--- config.mk ---
export PLATFORM = sky130hd
export DESIGN_NAME = normalizer_seq
export DESIGN_NICKNAME = d
export VERILOG_FILES = /design/src/rtl/normalizer_seq.sv
export SDC_FILE = /design/constraint.sdc
export NUM_CORES = 1
export LEC_CHECK = 0
export CORE_ASPECT_RATIO = 0.75
export CORE_MARGIN = 4
export CORE_UTILIZATION = 50
export CTS_BUF_LIST = sky130_fd_sc_hd__clkbuf_4 sky130_fd_sc_hd__clkbuf_8 sky130_fd_sc_hd__clkbuf_16
export DETAILED_ROUTE_END_ITERATION = 16
export HOLD_SLACK_MARGIN = 0.02
export PLACE_DENSITY = 0.73
export SYNTH_ARGS = -nofsm -noshare
export SYNTH_HDL_FRONTEND = slang
export SYNTH_SLANG_ARGS = --single-unit
--- constraint.sdc ---
create_clock -name clk -period 3.4 [get_ports clk]
set_input_delay 0.34 -clock clk [delete_from_list [all_inputs] [get_ports clk]]
set_output_delay 0.34 -clock clk [all_outputs]
set_load 0.02 [all_outputs]
--- src/rtl/normalizer_seq.sv ---
// ---------------------------------------------------------------------------
// normalizer_seq
//
// Purpose:
//   Multi-cycle normalizer, the inverse of the datapath barrel shifter.
//   It finds the left shift that left-justifies an operand. It returns the
//   normalized word and that shift count, so the count can drive the
//   shifter's sa input or an FP exponent adjust. It runs a binary search
//   with one power-of-two step per clock: SAW steps, largest step first.
//
// Handshake (valid/ready style):
//   start is the request. It is accepted on an edge where the block is not
//   busy (IDLE or DONE), and d is sampled on that same edge only. busy is
//   high for exactly SAW cycles after acceptance. done is a one-cycle pulse
//   in the cycle after the last step. norm/cnt/zero change only on the
//   completing edge and hold otherwise. A start seen during the done cycle
//   is accepted immediately, which allows back-to-back operations.
//
// Ports:
//   clk    in   rising-edge clock
//   clrn   in   asynchronous active-low reset
//   start  in   request, ignored while busy
//   d      in   operand [WIDTH-1:0]
//   arith  in   signed-normalization select (only with NORM_SIGNED_EN)
//   busy   out  search in progress
//   done   out  one-cycle completion pulse
//   norm   out  normalized word [WIDTH-1:0], held
//   cnt    out  shift amount 0..WIDTH [SAW:0], held
//   zero   out  operand was all zeros, held
//
// Configuration:
//   NORM_SIGNED_EN - when defined, adds the arith input and signed
//   normalization, which counts redundant sign bits. When undefined, the
//   block is unsigned only.
// ---------------------------------------------------------------------------
module normalizer_seq #(
    parameter int WIDTH = 32,
    parameter int SAW   = 5
) (
    input  logic             clk,
    input  logic             clrn,
    input  logic             start,
    input  logic [WIDTH-1:0] d,
`ifdef NORM_SIGNED_EN
    input  logic             arith,
`endif
    output logic             busy,
    output logic             done,
    output logic [WIDTH-1:0] norm,
    output logic [SAW:0]     cnt,
    output logic             zero
);

    typedef enum logic [1:0] {
        IDLE = 2'd0,
        RUN  = 2'd1,
        DONE = 2'd2
    } state_t;

    localparam logic [SAW-1:0] K_INIT    = SAW'(SAW - 1);
    localparam logic [SAW:0]   STEP_ONE  = (SAW+1)'(1);
    localparam logic [SAW:0]   CNT_ZERO  = (SAW+1)'(WIDTH);
    localparam logic [WIDTH-1:0] ALL_ONES = {WIDTH{1'b1}};

    state_t           r_state;
    state_t           w_state_nxt;
    logic [WIDTH-1:0] r_w;
    logic [SAW:0]     r_pc;
    logic [SAW-1:0]   r_k;
    logic             r_zop;
    logic [WIDTH-1:0] r_norm;
    logic [SAW:0]     r_cnt;
    logic             r_zero;

    logic             w_accept;
    logic             w_last;
    logic [SAW:0]     w_step;
    logic [WIDTH-1:0] w_mask_u;
    logic             w_take;
    logic [WIDTH-1:0] w_w_nxt;
    logic [SAW:0]     w_pc_nxt;

`ifdef NORM_SIGNED_EN
    logic             r_arith;
    logic [WIDTH-1:0] w_mask_s;
    logic [WIDTH-1:0] w_top_s;
`endif

    // Step size for the current search position is 2^k.
    assign w_step   = STEP_ONE << r_k;
    // Mask that selects the top 2^k bits of the working word.
    assign w_mask_u = ~(ALL_ONES >> w_step);

`ifdef NORM_SIGNED_EN
    // In signed mode the top 2^k+1 bits must all match. That way the bit
    // that remains at the top after the shift is still a sign bit.
    assign w_mask_s = ~(ALL_ONES >> (w_step + STEP_ONE));
    assign w_top_s  = r_w & w_mask_s;
    assign w_take   = r_arith ? ((w_top_s == '0) || (w_top_s == w_mask_s))
                              : ((r_w & w_mask_u) == '0);
`else
    assign w_take   = ((r_w & w_mask_u) == '0);
`endif

    assign w_w_nxt  = w_take ? (r_w << w_step) : r_w;
    assign w_pc_nxt = w_take ? (r_pc + w_step) : r_pc;

    assign w_accept = start && ((r_state == IDLE) || (r_state == DONE));
    assign w_last   = (r_state == RUN) && (r_k == '0);

    // Next-state and handshake outputs.
    always_comb begin
        w_state_nxt = r_state;
        busy        = 1'b0;
        done        = 1'b0;
        case (r_state)
            IDLE: begin
                if (start) w_state_nxt = RUN;
            end
            RUN: begin
                busy = 1'b1;
                if (r_k == '0) w_state_nxt = DONE;
            end
            DONE: begin
                done        = 1'b1;
                w_state_nxt = start ? RUN : IDLE;
            end
            default: w_state_nxt = IDLE;
        endcase
    end

    always_ff @(posedge clk or negedge clrn) begin
        if (!clrn) begin
            r_state <= IDLE;
            r_w     <= '0;
            r_pc    <= '0;
            r_k     <= '0;
            r_zop   <= 1'b0;
            r_norm  <= '0;
            r_cnt   <= '0;
            r_zero  <= 1'b0;
`ifdef NORM_SIGNED_EN
            r_arith <= 1'b0;
`endif
        end else begin
            r_state <= w_state_nxt;
            if (w_accept) begin
                r_w   <= d;
                r_pc  <= '0;
                r_k   <= K_INIT;
                r_zop <= (d == '0);
`ifdef NORM_SIGNED_EN
                r_arith <= arith;
`endif
            end else if (r_state == RUN) begin
                r_w  <= w_w_nxt;
                r_pc <= w_pc_nxt;
                r_k  <= r_k - 1'b1;
            end
            // The completing edge publishes the post-step word and count.
            // A zero operand is reported as WIDTH rather than the search
            // result, because no shift can left-justify it.
            if (w_last) begin
                if (r_zop) begin
                    r_norm <= '0;
                    r_cnt  <= CNT_ZERO;
                    r_zero <= 1'b1;
                end else begin
                    r_norm <= w_w_nxt;
                    r_cnt  <= w_pc_nxt;
                    r_zero <= 1'b0;
                end
            end
        end
    end

    assign norm = r_norm;
    assign cnt  = r_cnt;
    assign zero = r_zero;

endmodule

## Word-level counts from Yosys, hierarchy flattened

Index checks and enable logic that the tools add are counted.

| cells by class | value |
|---|---|
| shift-type cells | 3 |
| mux-type cells | 17 |
| order comparisons | 0 |
| equality and inequality tests | 4 |
| add/subtract/negate cells | 2 |
| reduce and logical (&&, ||, !) cells | 9 |
| divide/modulo/power cells | 0 |
| bitwise gates (word level) | 2 |
| $mul | 0 |

Operators with widths:

| operator | number |
|---|---|
| 2-to-1 mux 32 bit | 4 |
| zero test 32 bit | 2 |
| bitwise AND 32 bit | 1 |
| NOT 32 bit | 1 |
| << shifter 32 x 6 -> 32 bit | 1 |
| right shift 32 x 6 -> 32 bit, first input constant | 1 |
| 2-to-1 mux 6 bit | 4 |
| 2-to-1 mux 5 bit | 2 |
| adder 6 bit | 1 |
| one-hot mux 2 bit (3 select lines) | 1 |
| << shifter 1 x 5 -> 6 bit, first input constant | 1 |
| zero test 5 bit | 1 |
| subtractor 5 x 1 -> 5 bit, second input constant | 1 |
| 2-to-1 mux 1 bit | 4 |
| 2-to-1 mux 2 bit | 2 |
| equality test 2 x 1 -> 1 bit, second input constant | 1 |
| equality test 2 bit, second input constant | 1 |
| logical AND 1 bit | 2 |
| zero test 2 bit | 1 |
| inequality test 2 x 1 -> 1 bit, second input constant | 1 |
| inequality test 2 bit, second input constant | 1 |
| AND reduction 2 bit | 1 |
| nonzero test 2 bit | 1 |
| logical OR 1 bit | 1 |

| word-level totals | value |
|---|---|
| memories kept | 0 |
| input bits | 35 |
| flip-flop bits (word level) | 85 |
| output and inout port bits | 41 |
| memory bits (read-only) | 0 |
| latch bits | 0 |
| bits in writable memories | 0 |
| word-level logic and storage cells | 45 |

## Longest topological paths before layout

| logic depth | value |
|---|---|
| depth in word-level cells | 8 |
| depth in mapped cells | 12 |

## Worst setup path before layout

OpenSTA, ideal clock, no wires.

| timing path | value |
|---|---|
| path type | flip-flop to flip-flop |
| start point | register r_k[4] |
| end point | register r_cnt[5], in the netlist cnt[5] |
| required time | 3.257 ns |
| buffers on the path | 2 |
| data arrival time | 2.556 ns |
| setup time | 0.143 ns |
| period minus slack after synthesis | 2.699 ns |
| setup slack | 0.701 ns |
| cell stages (with the launch flop) | 13 |
| cells stage by stage | dfrtp_1 -> buf_6 -> nor4_4 -> buf_6 -> nand2_1 -> inv_1 -> ha_1 -> a21oi_1 -> o211ai_1 -> a211o_1 -> nand4_1 -> xor2_1 -> a21oi_1 |

| on the way | value |
|---|---|
| cells in the longest elaborated chain, start to end | 7 |
| elaborated cells between the ends (all ways) | 10 |

Ends and longest elaborated chain:

| element | RTL line | RTL |
|---|---|---|
| from (decl) | 69 | `logic [SAW-1:0] r_k;` |
| from (signal assigned) | 158 | `r_k <= r_k - 1'b1;` |
| << shifter 1 x 5 -> 6 bit | 90 | `assign w_step = STEP_ONE << r_k;` |
| right shift 32 x 6 -> 32 bit | 92 | `assign w_mask_u = ~(ALL_ONES >> w_step);` |
| NOT 32 bit | 92 |  |
| bitwise AND 32 bit | 102 | `assign w_take = ((r_w & w_mask_u) == '0);` |
| zero test 32 bit | 102 |  |
| 2-to-1 mux 6 bit | 106 | `assign w_pc_nxt = w_take ? (r_pc + w_step) : r_pc;` |
| 2-to-1 mux 6 bit | 164 | `if (r_zop) begin` |
| to (signal assigned) | 170 | `r_cnt <= w_pc_nxt;` |
| to (decl) | 72 | `logic [SAW:0] r_cnt;` |

Parallel ways exist; a longest one is shown, timed or not.
A chain may end at the register's enable or synchronous reset.

## Worst setup path after layout

| timing path | value |
|---|---|
| start point | register r_k[2] |
| end point | register r_pc[5] |

| on the way | value |
|---|---|
| cells in the longest elaborated chain, start to end | 8 |
| elaborated cells between the ends (all ways) | 9 |

Ends and longest elaborated chain:

| element | RTL line | RTL |
|---|---|---|
| << shifter 1 x 5 -> 6 bit * | 90 |  |
| right shift 32 x 6 -> 32 bit | 92 |  |
| NOT 32 bit | 92 |  |
| bitwise AND 32 bit | 102 |  |
| zero test 32 bit | 102 |  |
| 2-to-1 mux 6 bit * | 106 |  |
| 2-to-1 mux 6 bit * | 155 | `end else if (r_state == RUN) begin` |
| 2-to-1 mux 6 bit * | 147 | `if (w_accept) begin` |
| to (signal assigned) | 157 | `r_pc <= w_pc_nxt;` |
| to (decl) | 68 | `logic [SAW:0] r_pc;` |

Every way passes the cells marked *; elsewhere a longest branch is shown, timed or not. The select of a mux whose other input is x is not followed.

==> flow_summary.json <==
{
  "crit_buf_inv": 0,
  "endpoints_failing_hold": 0,
  "dr.pass1.iters": 6,
  "grtUsageTotal": 0.349,
  "worst_ep_required_time_ns": 3.67,
  "floorplan.core_area_sq_um": 11200,
  "crit_path_max_fanout": 19,
  "syn_area_per_cell_sq_um": 8.70,
  "path_common_cell": "sky130_fd_sc_hd__or3_1",
  "synth.lib_cells_used.distinct": 70,
  "critical_path.reg2reg.endpoint": "r_pc[5]$_DFFE_PN0P_",
  "layout-drive-gt1-share": 0.123,
  "drt_first_iter_violations": 816,
  "insertion_delay_ns": 0.35,
  "crit-reg2reg-launch": "r_k[2]$_DFFE_PN0P_",
  "tritoncts_clock_tree": "built",
  "drc": 0,
  "max_cap_viol_count": 0,
  "post_cts_resized": 0,
  "path_clk_slew_ns": 0.07,
  "quantity_of_hold_fixing_buffers_added_after_cts": 1,
  "grt_pass1_vias": 5913,
  "finalWirelength_mm": 23.5,
  "worstHoldEndpoint": "zero$_DFFE_PN0P_",
  "largest_clock_skew_in_the_final_design_ns": 0.00704,
  "endpoint_kind": "register",
  "crit_family": "simple AND/OR/NAND/NOR gates",
  "design.final.nets": 788,
  "gr-total-overflow": 0,
  "numCtsBuffers": 9,
  "yosysMostFrequentCell": "sky130_fd_sc_hd__dfrtp_1",
  "final_core_util": 0.639,
  "netlist_area_sq_um": 5860,
  "crit_share_post_route": 0.937,
  "synth.top_cell.area_share": 0.363,
  "largest_net_degree_at_the_start_of_global_routing": 42,
  "final_antenna_net_count": 0,
  "slew_headroom": 0.369,
  "synthesis.nets": 717,
  "syn-instance-count": 674,
  "floorplan.rows": 33,
  "tritoncts_num_sinks": 85,
  "postSynthRegisterBits": 85,
  "hold_path_depth": 2,
  "cp-start-kind": "register",
  "maxSlewViolCount": 0,
  "reg2reg_slack_ns": 0.22,
  "nFillCells": 942,
  "sequential_cell_area_sq_um": 2130,
  "syn_to_final_growth_pct": 21.9,
  "cts.repair_timing.setup_buffer_count": 0,
  "critical-path-slowest-cell": "sky130_fd_sc_hd__dfrtp_1",
  "route.vias.total": 6107,
  "final-setup-viol-count": 0,
  "static-leakage-power_uw": 0.00310,
  "cts-root-buf": "sky130_fd_sc_hd__clkbuf_16",
  "die_area_sq_um": 13500,
  "peakVddDrop_mv": 0.554,
  "list_of_cells_traversed_by_the_critical_path": "or3_1 -> nor3_2 -> ha_1 -> nand2_1 -> o211ai_1 -> a211o_1 -> nand4_1 -> or3_1 -> o21ai_0",
  "power.density_nw_per_um2": 1320,
  "grt_antenna_before_repair": 0,
  "clock_path_buffers": 2,
  "worst-slew-pin-transition_ns": 0.946,
  "hold_path.class": "register to register",
  "synthFlopType": "sky130_fd_sc_hd__dfrtp_1",
  "timing.setup.tns_ns": 0,
  "floorplan.initialDensity": 0.524,
  "yosys_warning_total": 0,
  "first_pass_grt_wire_length_mm": 35.7,
  "biggest_area_contributors_in_the_synthesized_netlist": "sky130_fd_sc_hd__dfrtp_1 36%, sky130_fd_sc_hd__mux2i_1 8.2%, sky130_fd_sc_hd__nand2_1 5.3%, sky130_fd_sc_hd__a21oi_1 5.1%, sky130_fd_sc_hd__o21ai_0 3.4%",
  "number_of_synthesized_flops_with_an_enable_pin": 0,
  "post_drt_via_cell_ratio": 6.73,
  "ys_seq_area_frac": 0.363,
  "achievable-frequency_mhz": 314,
  "multi_input_area_sq_um": 3330,
  "die_w_um": 133,
  "synth_area_leader_cell": "sky130_fd_sc_hd__dfrtp_1",
  "rsz_0062_raised_after_global_routing": "no",
  "worst_ep_arrival_time_ns": 3.45,
  "r2r_cells": 9,
  "place_congestion": 1.07,
  "buffer_ports.inserted": 75,
  "finalCriticalPeriod_ns": 3.18,
  "ios": 76,
  "worstSetupPathType": "register to register",
  "wl_per_cell_um": 25.9,
  "cts_htree_levels": 3,
  "hold_path.startpoint": "zero$_DFFE_PN0P_",
  "detailedPlacementHpwl_mm": 17.3,
  "critPathMaxStageDelay_ns": 0.60,
  "num_antenna_cells": 0,
  "dieHeight_um": 102,
  "async_flop_share": 1.00,
  "run_status": "finished, final reports clean",
  "netlist_top_cells_count": "85 x sky130_fd_sc_hd__dfrtp_1, 82 x sky130_fd_sc_hd__nand2_1, 60 x sky130_fd_sc_hd__a21oi_1"
}
[routing by layer]
metal | vias to the layer above | share of wire | GRT usage
met4 | 0 | 0.029 | 0.113
met5 | - | 0 | 0
met1 | 2942 | 0.42 | 0.484
li1 | 2628 | - | -
met3 | 75 | 0.13 | 0.110
met2 | 462 | 0.42 | 0.524
[placed cells by master, fill, tap and decap left out, drive strengths merged, types with 3 or more instances in the layout]
master / synthesis / routed
dfrtp: 85 / 85
nand2: 84 / 84
clkdlybuf4s50: 0 / 74
o21ai: 62 / 62
a21oi: 61 / 61
mux2i: 48 / 48
buf: 26 / 40
nor2: 35 / 35
inv: 28 / 30
o22ai: 18 / 18
nor4: 17 / 17
o211ai: 16 / 16
nand3: 14 / 14
a22oi: 13 / 13
nand2b: 12 / 12
nor3: 12 / 12
clkbuf: 29 / 11
a211oi: 10 / 10
mux2: 10 / 10
a221oi: 9 / 9
a211o: 7 / 7
ha: 7 / 7
nor2b: 6 / 6
mux4: 5 / 5
a221o: 5 / 5
nand4: 4 / 4
or3: 3 / 3
nand3b: 3 / 3
a22o: 3 / 3
xor2: 3 / 3
o221ai: 3 / 3
a31oi: 3 / 3
or2: 3 / 3
[power by group]
part           internal, uW  leakage, uW  switching [uW]
combinational          2430      0.00192            3680
sequential             1490      0.00103             769
clock                   620     0.000154             459
total                  4540      0.00310            4910
[sequential cells by signal, summed over array words and instances (netlist names)]
name,flops
cnt,6
r_pc,6
r_state,2
norm,32
r_zop,1
r_w,32
zero,1
r_k,5
[cell families (layout without fill, tap and decap cells)]
kind of cell	Yosys count	in the layout	synth area share
buffers and inverters	83	159	0.0692
AO/OA/AOI/OAI	226	226	0.243
XOR/XNOR	5	5	0.00747
multiplexers	63	63	0.120
AND/OR/NAND/NOR	204	204	0.179
flip-flops	85	85	0.363
adder cells (fa/ha/maj)	8	8	0.0184
[layout make-up]
type                       instances  area share
tap                              157      0.0275
sequential                        85       0.298
timing repair buffer             115       0.149
inverter                          28      0.0147
multi-input combinational        506       0.466
clock inverter                     5     0.00928
clock buffer                      11      0.0354
[stage by stage]
stage	hold WS (ns)	setup WS (ns)	cell area (sq um)	total power, uW	cells
floorplan	0.0444	0.701	5860	5990	674
global placement	0.337	0.359	6820	8030	890
detailed placement	0.343	0.319	6820	8110	890
CTS	0.480	0.294	7150	9230	907
global route	0.509	0.102	7150	9880	907
finish	0.479	0.215	7150	9440	907
[worst max path at each step]
| stage | start | to | slack [ns] | depth (start not counted) |
|---|---|---|---|---|
| 2_1_floorplan | r_k[4]$_DFFE_PN0P_ | cnt[5]$_DFFE_PN0P_ | 0.70 | 12 |
| 3_3_place_gp | r_k[2]$_DFFE_PN0P_ | cnt[5]$_DFFE_PN0P_ | 0.36 | 9 |
| 3_5_place_dp | r_k[2]$_DFFE_PN0P_ | r_pc[5]$_DFFE_PN0P_ | 0.32 | 9 |
| 4_1_cts | r_k[2]$_DFFE_PN0P_ | r_pc[5]$_DFFE_PN0P_ | 0.29 | 9 |
| 5_1_grt | r_k[2]$_DFFE_PN0P_ | r_pc[5]$_DFFE_PN0P_ | 0.10 | 9 |
| 6_report | r_k[2]$_DFFE_PN0P_ | r_pc[5]$_DFFE_PN0P_ | 0.22 | 9 |
[worst register-to-register path: cells and delay by family, from the launching register on]
| family | cells | cell delay, ns |
|---|---|---|
| simple gates | 5 | 1.75 |
| flops | 1 | 0.60 |
| compound gates | 3 | 0.49 |
| fa+ha+maj | 1 | 0.29 |
Note: power is estimated with default switching activity, not from simulation.
